## src/rtl/cpu_ctrl_pkg.sv

```systemverilog
// ============================================================================
// Module      : cpu_ctrl_pkg
// Description : Shared decoder control-bundle layout, opcode constants and
//               small helpers used by the decode/execute pipeline.
// Revision    : 1.0 - initial release
// ============================================================================
`default_nettype none

package cpu_ctrl_pkg;

    // Control bundle width and bit positions
    localparam int CTRL_W       = 12;
    localparam int REGWRITE     = 0;
    localparam int ALUOP_LO     = 1;
    localparam int ALUOP_HI     = 3;
    localparam int ALUSRC       = 4;
    localparam int REGDST       = 5;
    localparam int BRANCH       = 6;
    localparam int JUMP         = 7;
    localparam int MEMREAD      = 8;
    localparam int MEMWRITE     = 9;
    localparam int MEMTOREG     = 10;
    localparam int JALSEL       = 11;

    typedef logic [CTRL_W-1:0] ctrl_t;

    // Primary opcode values
    localparam logic [5:0] OP_RTYPE = 6'h00;
    localparam logic [5:0] OP_J     = 6'h02;
    localparam logic [5:0] OP_JAL   = 6'h03;
    localparam logic [5:0] OP_BEQ   = 6'h04;
    localparam logic [5:0] OP_BNE   = 6'h05;
    localparam logic [5:0] OP_ADDI  = 6'h08;
    localparam logic [5:0] OP_SLTI  = 6'h0A;
    localparam logic [5:0] OP_LW    = 6'h23;
    localparam logic [5:0] OP_SW    = 6'h2B;

    // An instruction reads rt unless it is an immediate-source op other than
    // a store, or a jump (which has no register operands at all).
    function automatic logic f_uses_rt(input logic alusrc,
                                       input logic memwrite,
                                       input logic jump);
        return !(alusrc && !memwrite) && !jump;
    endfunction

endpackage

`default_nettype wire

```

## src/rtl/id_ex_stage_load_use_detect.sv

```systemverilog
// ============================================================================
// Module      : load_use_detect
// Description : Combinational load-use hazard detector. Flags the case where
//               the load sitting in EX writes a register the ID instruction
//               reads. A pending flush suppresses the hazard because the ID
//               instruction is being discarded anyway.
// Revision    : 1.0 - initial release
// ============================================================================
`default_nettype none

module load_use_detect
    import cpu_ctrl_pkg::*;
#(
    parameter int RADDR_W = 5
) (
    input  logic               ex_mem_read_i,
    input  logic [RADDR_W-1:0] ex_rt_i,
    input  logic [RADDR_W-1:0] id_rs_i,
    input  logic [RADDR_W-1:0] id_rt_i,
    input  logic               id_alusrc_i,
    input  logic               id_memwrite_i,
    input  logic               id_jump_i,
    input  logic               flush_i,
    output logic               hazard_o
);

    logic w_uses_rt;
    logic w_dest_nonzero;
    logic w_rs_match;
    logic w_rt_match;

    // Hazard decision; $0 as load destination never stalls
    always_comb begin
        w_uses_rt      = f_uses_rt(id_alusrc_i, id_memwrite_i, id_jump_i);
        w_dest_nonzero = (ex_rt_i != '0);
        w_rs_match     = (ex_rt_i == id_rs_i);
        w_rt_match     = w_uses_rt && (ex_rt_i == id_rt_i);
        hazard_o       = ex_mem_read_i && w_dest_nonzero
                         && (w_rs_match || w_rt_match) && !flush_i;
    end

endmodule

`default_nettype wire

```

## src/rtl/id_ex_stage.sv

```systemverilog
// ============================================================================
// Module      : id_ex_stage
// Description : ID/EX pipeline register with load-use stall insertion and
//               redirect squash. Hazard cycles freeze PC and IF/ID and put a
//               bubble (all-zero control) into EX; flush squashes ID.
// Revision    : 1.0 - initial release
// ============================================================================
`default_nettype none

module id_ex_stage
    import cpu_ctrl_pkg::*;
#(
    parameter int DATA_W  = 32,
    parameter int RADDR_W = 5,
    parameter int CNT_W   = 16
) (
    input  logic               clk_i,
    input  logic               rst_i,
    input  logic [CTRL_W-1:0]  ctrl_i,
    input  logic [5:0]         funct_i,
    input  logic [DATA_W-1:0]  pc_plus4_i,
    input  logic [DATA_W-1:0]  rs_data_i,
    input  logic [DATA_W-1:0]  rt_data_i,
    input  logic [DATA_W-1:0]  imm_i,
    input  logic [RADDR_W-1:0] rs_i,
    input  logic [RADDR_W-1:0] rt_i,
    input  logic [RADDR_W-1:0] rd_i,
    input  logic               flush_i,
    output logic [CTRL_W-1:0]  ctrl_o,
    output logic [5:0]         funct_o,
    output logic [DATA_W-1:0]  pc_plus4_o,
    output logic [DATA_W-1:0]  rs_data_o,
    output logic [DATA_W-1:0]  rt_data_o,
    output logic [DATA_W-1:0]  imm_o,
    output logic [RADDR_W-1:0] rs_o,
    output logic [RADDR_W-1:0] rt_o,
    output logic [RADDR_W-1:0] rd_o,
    output logic               pc_write_o,
    output logic               ifid_write_o,
    output logic               bubble_o,
    output logic [CNT_W-1:0]   stall_cnt_o
);

    logic [CTRL_W-1:0]  r_ctrl;
    logic [5:0]         r_funct;
    logic [DATA_W-1:0]  r_pc_plus4;
    logic [DATA_W-1:0]  r_rs_data;
    logic [DATA_W-1:0]  r_rt_data;
    logic [DATA_W-1:0]  r_imm;
    logic [RADDR_W-1:0] r_rs;
    logic [RADDR_W-1:0] r_rt;
    logic [RADDR_W-1:0] r_rd;
    logic               r_bubble;
    logic [CNT_W-1:0]   r_stall_cnt;
    logic               w_hazard;

    load_use_detect #(
        .RADDR_W (RADDR_W)
    ) u_load_use_detect (
        .ex_mem_read_i (r_ctrl[MEMREAD]),
        .ex_rt_i       (r_rt),
        .id_rs_i       (rs_i),
        .id_rt_i       (rt_i),
        .id_alusrc_i   (ctrl_i[ALUSRC]),
        .id_memwrite_i (ctrl_i[MEMWRITE]),
        .id_jump_i     (ctrl_i[JUMP]),
        .flush_i       (flush_i),
        .hazard_o      (w_hazard)
    );

    // Pipeline register: data always advances, control is zeroed on squash or stall
    always_ff @(posedge clk_i) begin
        if (rst_i) begin
            r_ctrl      <= '0;
            r_funct     <= '0;
            r_pc_plus4  <= '0;
            r_rs_data   <= '0;
            r_rt_data   <= '0;
            r_imm       <= '0;
            r_rs        <= '0;
            r_rt        <= '0;
            r_rd        <= '0;
            r_bubble    <= 1'b0;
            r_stall_cnt <= '0;
        end else begin
            r_funct    <= funct_i;
            r_pc_plus4 <= pc_plus4_i;
            r_rs_data  <= rs_data_i;
            r_rt_data  <= rt_data_i;
            r_imm      <= imm_i;
            r_rs       <= rs_i;
            r_rt       <= rt_i;
            r_rd       <= rd_i;
            if (flush_i) begin
                r_ctrl   <= '0;
                r_bubble <= 1'b1;
            end else if (w_hazard) begin
                r_ctrl   <= '0;
                r_bubble <= 1'b1;
                // Saturate rather than wrap so the statistic stays monotonic
                if (r_stall_cnt != '1) begin
                    r_stall_cnt <= r_stall_cnt + CNT_W'(1);
                end
            end else begin
                r_ctrl   <= ctrl_i;
                r_bubble <= 1'b0;
            end
        end
    end

    assign ctrl_o       = r_ctrl;
    assign funct_o      = r_funct;
    assign pc_plus4_o   = r_pc_plus4;
    assign rs_data_o    = r_rs_data;
    assign rt_data_o    = r_rt_data;
    assign imm_o        = r_imm;
    assign rs_o         = r_rs;
    assign rt_o         = r_rt;
    assign rd_o         = r_rd;
    assign bubble_o     = r_bubble;
    assign stall_cnt_o  = r_stall_cnt;
    // Hazard already excludes flush, so a redirect always lets PC/IF-ID advance
    assign pc_write_o   = !w_hazard;
    assign ifid_write_o = !w_hazard;

endmodule

`default_nettype wire
```

## config.mk

```make
export PLATFORM = sky130hd
export DESIGN_NAME = id_ex_stage
export DESIGN_NICKNAME = d
export VERILOG_FILES = /design/src/rtl/cpu_ctrl_pkg.sv /design/src/rtl/id_ex_stage_load_use_detect.sv /design/src/rtl/id_ex_stage.sv
export SDC_FILE = /design/constraint.sdc
export NUM_CORES = 1
export LEC_CHECK = 0
export CAP_MARGIN = 20
export CORE_AREA = 2 2 133 135
export DETAILED_ROUTE_END_ITERATION = 16
export DIE_AREA = 0 0 135 137
export GPL_ROUTABILITY_DRIVEN = 0
export GPL_TIMING_DRIVEN = 0
export PLACE_DENSITY_LB_ADDON = 0.15
export SLEW_MARGIN = 20
export SYNTH_ARGS = -nofsm -noshare
export SYNTH_HDL_FRONTEND = slang
export SYNTH_SLANG_ARGS = --single-unit
```

## constraint.sdc

```tcl
create_clock -name clk_i -period 2.8 [get_ports clk_i]
set_input_delay 0.42 -clock clk_i [delete_from_list [all_inputs] [get_ports clk_i]]
set_output_delay 0.42 -clock clk_i [all_outputs]
set_load 0.1 [all_outputs]
```

# == Word level (Yosys, flattened, before mapping) ==
# Cells that the tools add are included.
# Widths: inputs -> output; s select.
# op_classes
addsub,1
eq_ne,3
muxes,2
bitwise,1
reduce_logical,15
# op_table
operator,count
$add 16x1->16 const B,1
$ne 16x16->1 const B,1
$eq 5x5->1,2
$logic_and 1x1->1,6
$logic_not 1->1,5
$reduce_bool 5->1,1
$reduce_and 3->1,1
$reduce_or 3->1,1
$mux 1,2
$logic_or 1x1->1,1
$not 1->1,1
# word_totals
reg_bits,178
out_inout_bits,180
wordCells,33

# == Longest topological paths before layout ==
# depth
word_depth,10
ltp_mapped,7

# == Modules after synthesis ==
# A second synthesis with hierarchy kept.
# hier_totals
hier_cells,467
area_unflattened_um2,5395.2
# modules_own_cells
module,instances,cells_per_inst,area_each_um2,seq_area_each_um2
id_ex_stage,1,447,5253.8,3563.4
load_use_detect,1,20,141.4,0.0

# == Worst setup path after synthesis ==
# No wires, ideal clock.
# synth_path
path_type,reg2out
start,register r_rt[1] (netlist: rt_o[1])
end,output port pc_write_o
t_arrival_ns,2.753
required_time_ns,2.380
path_slack_ns,-0.373
path_stages_with_launch,8
path_buffers,3
path_cell_list,dfxtp_1 xor2_1 nor4_1 a22oi_1 buf_2 buf_2 or2_2 buf_4
# synth_between
elab_chain_len,6
# synth_lines
item,line_no,source
from (decl),id_ex_stage.sv:51,logic [RADDR_W-1:0] r_rt;
from (signal assigned),id_ex_stage.sv:92,r_rt <= rt_i;
$eq 5x5->1,id_ex_stage_load_use_detect.sv:37,w_rt_match = w_uses_rt && (ex_rt_i == id_rt_i);
$logic_and 1x1->1,id_ex_stage_load_use_detect.sv:37,
$logic_or 1x1->1,id_ex_stage_load_use_detect.sv:39,&& (w_rs_match || w_rt_match) && !flush_i;
$logic_and 1x1->1 * (2 in series),id_ex_stage_load_use_detect.sv:39,
$logic_not 1->1 *,--,
to (decl),id_ex_stage.sv:38,"output logic pc_write_o,"
# Mark *: on every way between the ends. The rest lies on a longest branch, timed or not.

# == Final worst setup path ==
# layout_path
start,register r_rt[0] (netlist: rt_o[0])
end,output port pc_write_o
# layout_between
elab_chain_len,6
# layout_lines
item,line_no,source
$eq 5x5->1,id_ex_stage_load_use_detect.sv:37,
$logic_and 1x1->1,id_ex_stage_load_use_detect.sv:37,
$logic_or 1x1->1,id_ex_stage_load_use_detect.sv:39,
$logic_and 1x1->1 * (2 in series),id_ex_stage_load_use_detect.sv:39,
$logic_not 1->1 *,id_ex_stage.sv:123,assign pc_write_o = !w_hazard;
# Marked as above.

==> summary.txt <==
Run status
  • Outcome: finished clean

Power
  • Comb pwr share: 22.8%
  • Peak supply drop: a little over 400 µV
  • Sequential Power Share: about two fifths
  • Clock network fraction of total power: a little under two fifths
  • Power Density: slightly below 700 mW/mm²
  • Power Internal: around 0.0047 W
  • Sw frac: about 31%
  • Leak: ~3.7 nW
  • P_sw: roughly 0.0021 W

Synthesis
  • Cell area after synthesis: between 0.005 and 0.006 mm²
  • Top FF cell, synth: dfxtp_1
  • Syn nets: 640
  • EDFF count, synth: 0
  • Post-synth top area cell: dfxtp_1
  • Share of Yosys cell area claimed by the top area cell type: between 60% and 70%
  • Syn_area_per_cell: about 12 µm²
  • Sequential area share after synthesis: between 60% and 70%
  • Asr flop ratio synth: 0%
  • Largest cells by area after synthesis: dfxtp_1, nor2b_1, or4_1, xor2_1, o31ai_1
  • Synth Instances: between 400 and 500
  • Flop and latch count out of synthesis: between 150 and 200
  • Synth unique cells: around 40
  • Synth Warn #: 0

Timing
  • Maximum clock rate: around 370 MHz
  • Clock Skews: between 0.007 and 0.008 ns
  • Max-slew violations: 0
  • Least-Margin Pin Slew: about 1.1 ns
  • Final setup violation count: 0
  • Hold Vio Cnt, Final: 0
  • Final period utilization: between 90% and 100%
  • Tmin final: 2.68 ns
  • Max-slew headroom: ~28%
  • Final WS setup: 0.123 ns
  • Setup TNS Final: 0 ns
  • RSZ-0062 raised after global routing: false

Setup path
  • Critical Path Source Type: flop
  • Critical Path AT: 2.26 ns
  • Critical path endpoint category: primary output
  • Crit Path Class: reg -> out
  • Worst Path Max Fanout: 10
  • CP Data Required Time: about 2.4 ns

Global route
  • Gr ovfl total: 0
  • GR Util All Layers: roughly 18%
  • Vias in the first global route: between 4000 and 5000
  • First-pass GRT wire length: between 20 and 30 mm
  • Grt peak-use layer: met2
  • Met2 Use GR: 33.9%
  • Met1 Track Usage GR: between 10% and 20%
  • GRT met3 Usage: 7.52%
  • Antenna violations before repair: 0
  • Largest net degree at the start of global routing: 20

Clock tree
  • H-tree lvl count: 4
  • Clk Latency, worst-skew pair: around 0.42 ns
  • Inserted Clock Buffers: 17
  • Clock net sink count: approximately 180
  • CTS tree: done
  • Root Buffer Master: clkbuf_16
  • Maximum root-to-sink buffer count: 2
  • Reg clk slew, reported paths: 0.06 ns

Placement
  • Area after DPL: roughly 0.009 mm²
  • IO Port Bufs: between 300 and 400
  • Post-placement worst setup slack: -0.999 ns
  • Dpl hpwl: 13.8 mm

Floorplanning
  • Top-level I/O count: about 340
  • Core ar.: around 0.017 mm²
  • Die Width: ~140 µm
  • Die H: approximately 140 µm
  • Row Count: 48
  • Die area: around 0.018 mm²
  • Initial Util: about a third

Routing
  • Final WL: roughly 17 mm
  • Antenna Nets Post-Route: 0
  • Per-cell routed wire length: approximately 16 µm
  • Residual DRC: 0
  • DRT Pass-1 Iters: 4
  • 1st-iter DRT viols: approximately 160
  • Routed vias: 4600
  • Via density per instance: 4.29

Finish
  • Layout area overhead: 79.9%
  • Final Util: 57.7%
  • Most common cell after layout, fill and taps aside: clkdlybuf4s50_1
  • Ant diodes: 0
  • Commonest non-fill, non-tap cells in the layout: clkdlybuf4s50_1, dfxtp_1, nor2b_1
  • Fraction of layout cells with a size suffix above 1: slightly below 7%
  • Nets: between 1000 and 1500
  • Final Cell Area: 0.00983 mm²

Flow run
  • MaxCap Viol Count: 0

Worst hold path
  • Worst min-delay path class: reg -> reg
-- sequential cells by signal, summed over array words and instances, names as in the netlist --
| register | count |
|---|---|
| bubble_o | 1 |
| ctrl_o | 12 |
| funct_o | 6 |
| imm_o | 32 |
| pc_plus4_o | 32 |
| rd_o | 5 |
| rs_data_o | 32 |
| rs_o | 5 |
| rt_data_o | 32 |
| rt_o | 5 |
| stall_cnt_o | 16 |
-- area by class of cell --
cell class | instances | area, µm²
buffer | 27 | 145
clock buffer | 18 | 439
clock inverter | 13 | 195
fill | 1449 | 7220
inverter | 2 | 7.51
multi-input combinational | 267 | 1760
sequential | 178 | 3570
tap | 225 | 282
timing repair buffer | 343 | 3430
-- metrics by stage --
step | hold slack, ns | instances | total power (W)
after floorplan | 0.542 | 475 | 0.00378
after global routing | 0.523 | 1073 | 0.00701
final | 0.512 | 1073 | 0.00678
after detailed placement | 0.504 | 1042 | 0.00429
after global placement | 0.486 | 1042 | 0.00428
after CTS | 0.511 | 1073 | 0.00686
-- repair_timing --
item	CTS	global route
hold buffers	0	0
resized for setup	15	3
pin swaps	2	0
buffers inserted	1	0
endpoints found under the setup margin	2	2
-- worst paths after layout --
| check | slack, ns | depth (start not counted) | from | to |
|---|---|---|---|---|
| setup / recovery | 0.12 | 7 | rt_o[0] | pc_write_o |
| hold / removal | 0.51 | 2 | stall_cnt_o[15] | stall_cnt_o[15] |
| setup reg to reg | 0.73 | 6 | stall_cnt_o[0] | stall_cnt_o[14] |
| hold reg to reg | 0.51 | 2 | stall_cnt_o[15] | stall_cnt_o[15] |
-- worst max-delay path, cell delays in order, from the launching register on --
cell      delay (ns)
dfxtp_2         0.34
or4_1           0.53
o21a_2          0.26
nand2b_1        0.10
clkbuf_4        0.19
or2_4           0.13
buf_4           0.10
buf_8           0.18
-- cell usage after synthesis, drive strengths merged, types with 2 or more instances --
library cell and count:
a21oi 12, and2 12, and3 2, and4 2, buf 6, clkbuf 22, dfxtp 178, inv 2
mux2 3, nand2 6, nand2b 3, nand3b 2, nand4 8, nand4b 3, nor2 8, nor2b 152
nor3 4, nor4 3, o21a 2, o31ai 12, or4 12, xor2 10
-- power groups by stage --
stage	clock, W	combinational, W	sequential (W)
detailed placement	0	0.00155	0.00275
global route	0.00272	0.00159	0.00270
floorplan	0	0.000145	0.00363
CTS	0.00262	0.00155	0.00269
global placement	0	0.00154	0.00274
finish	0.00255	0.00154	0.00269
-- logic make-up (layout without fill, tap and decap cells) --
| kind of cell | count (synthesis) | in the layout | synth area share, % |
|---|---|---|---|
| simple gates | 223 | 223 | 25.5 |
| flops | 178 | 178 | 65.2 |
| buf+inv | 30 | 403 | 2.79 |
| compound gates | 29 | 29 | 3.89 |
| xor+xnor | 10 | 10 | 1.60 |
| mux | 4 | 4 | 0.801 |
| fa+ha+maj | 1 | 1 | 0.229 |
-- metal layers --
metal / up-vias / wire [µm]
li1: 2262 / -
met1: 2108 / 6060
met2: 209 / 9130
met3: 21 / 1620
met4: 0 / 375
met5: - / 0
(Power assumes the default switching activity.)
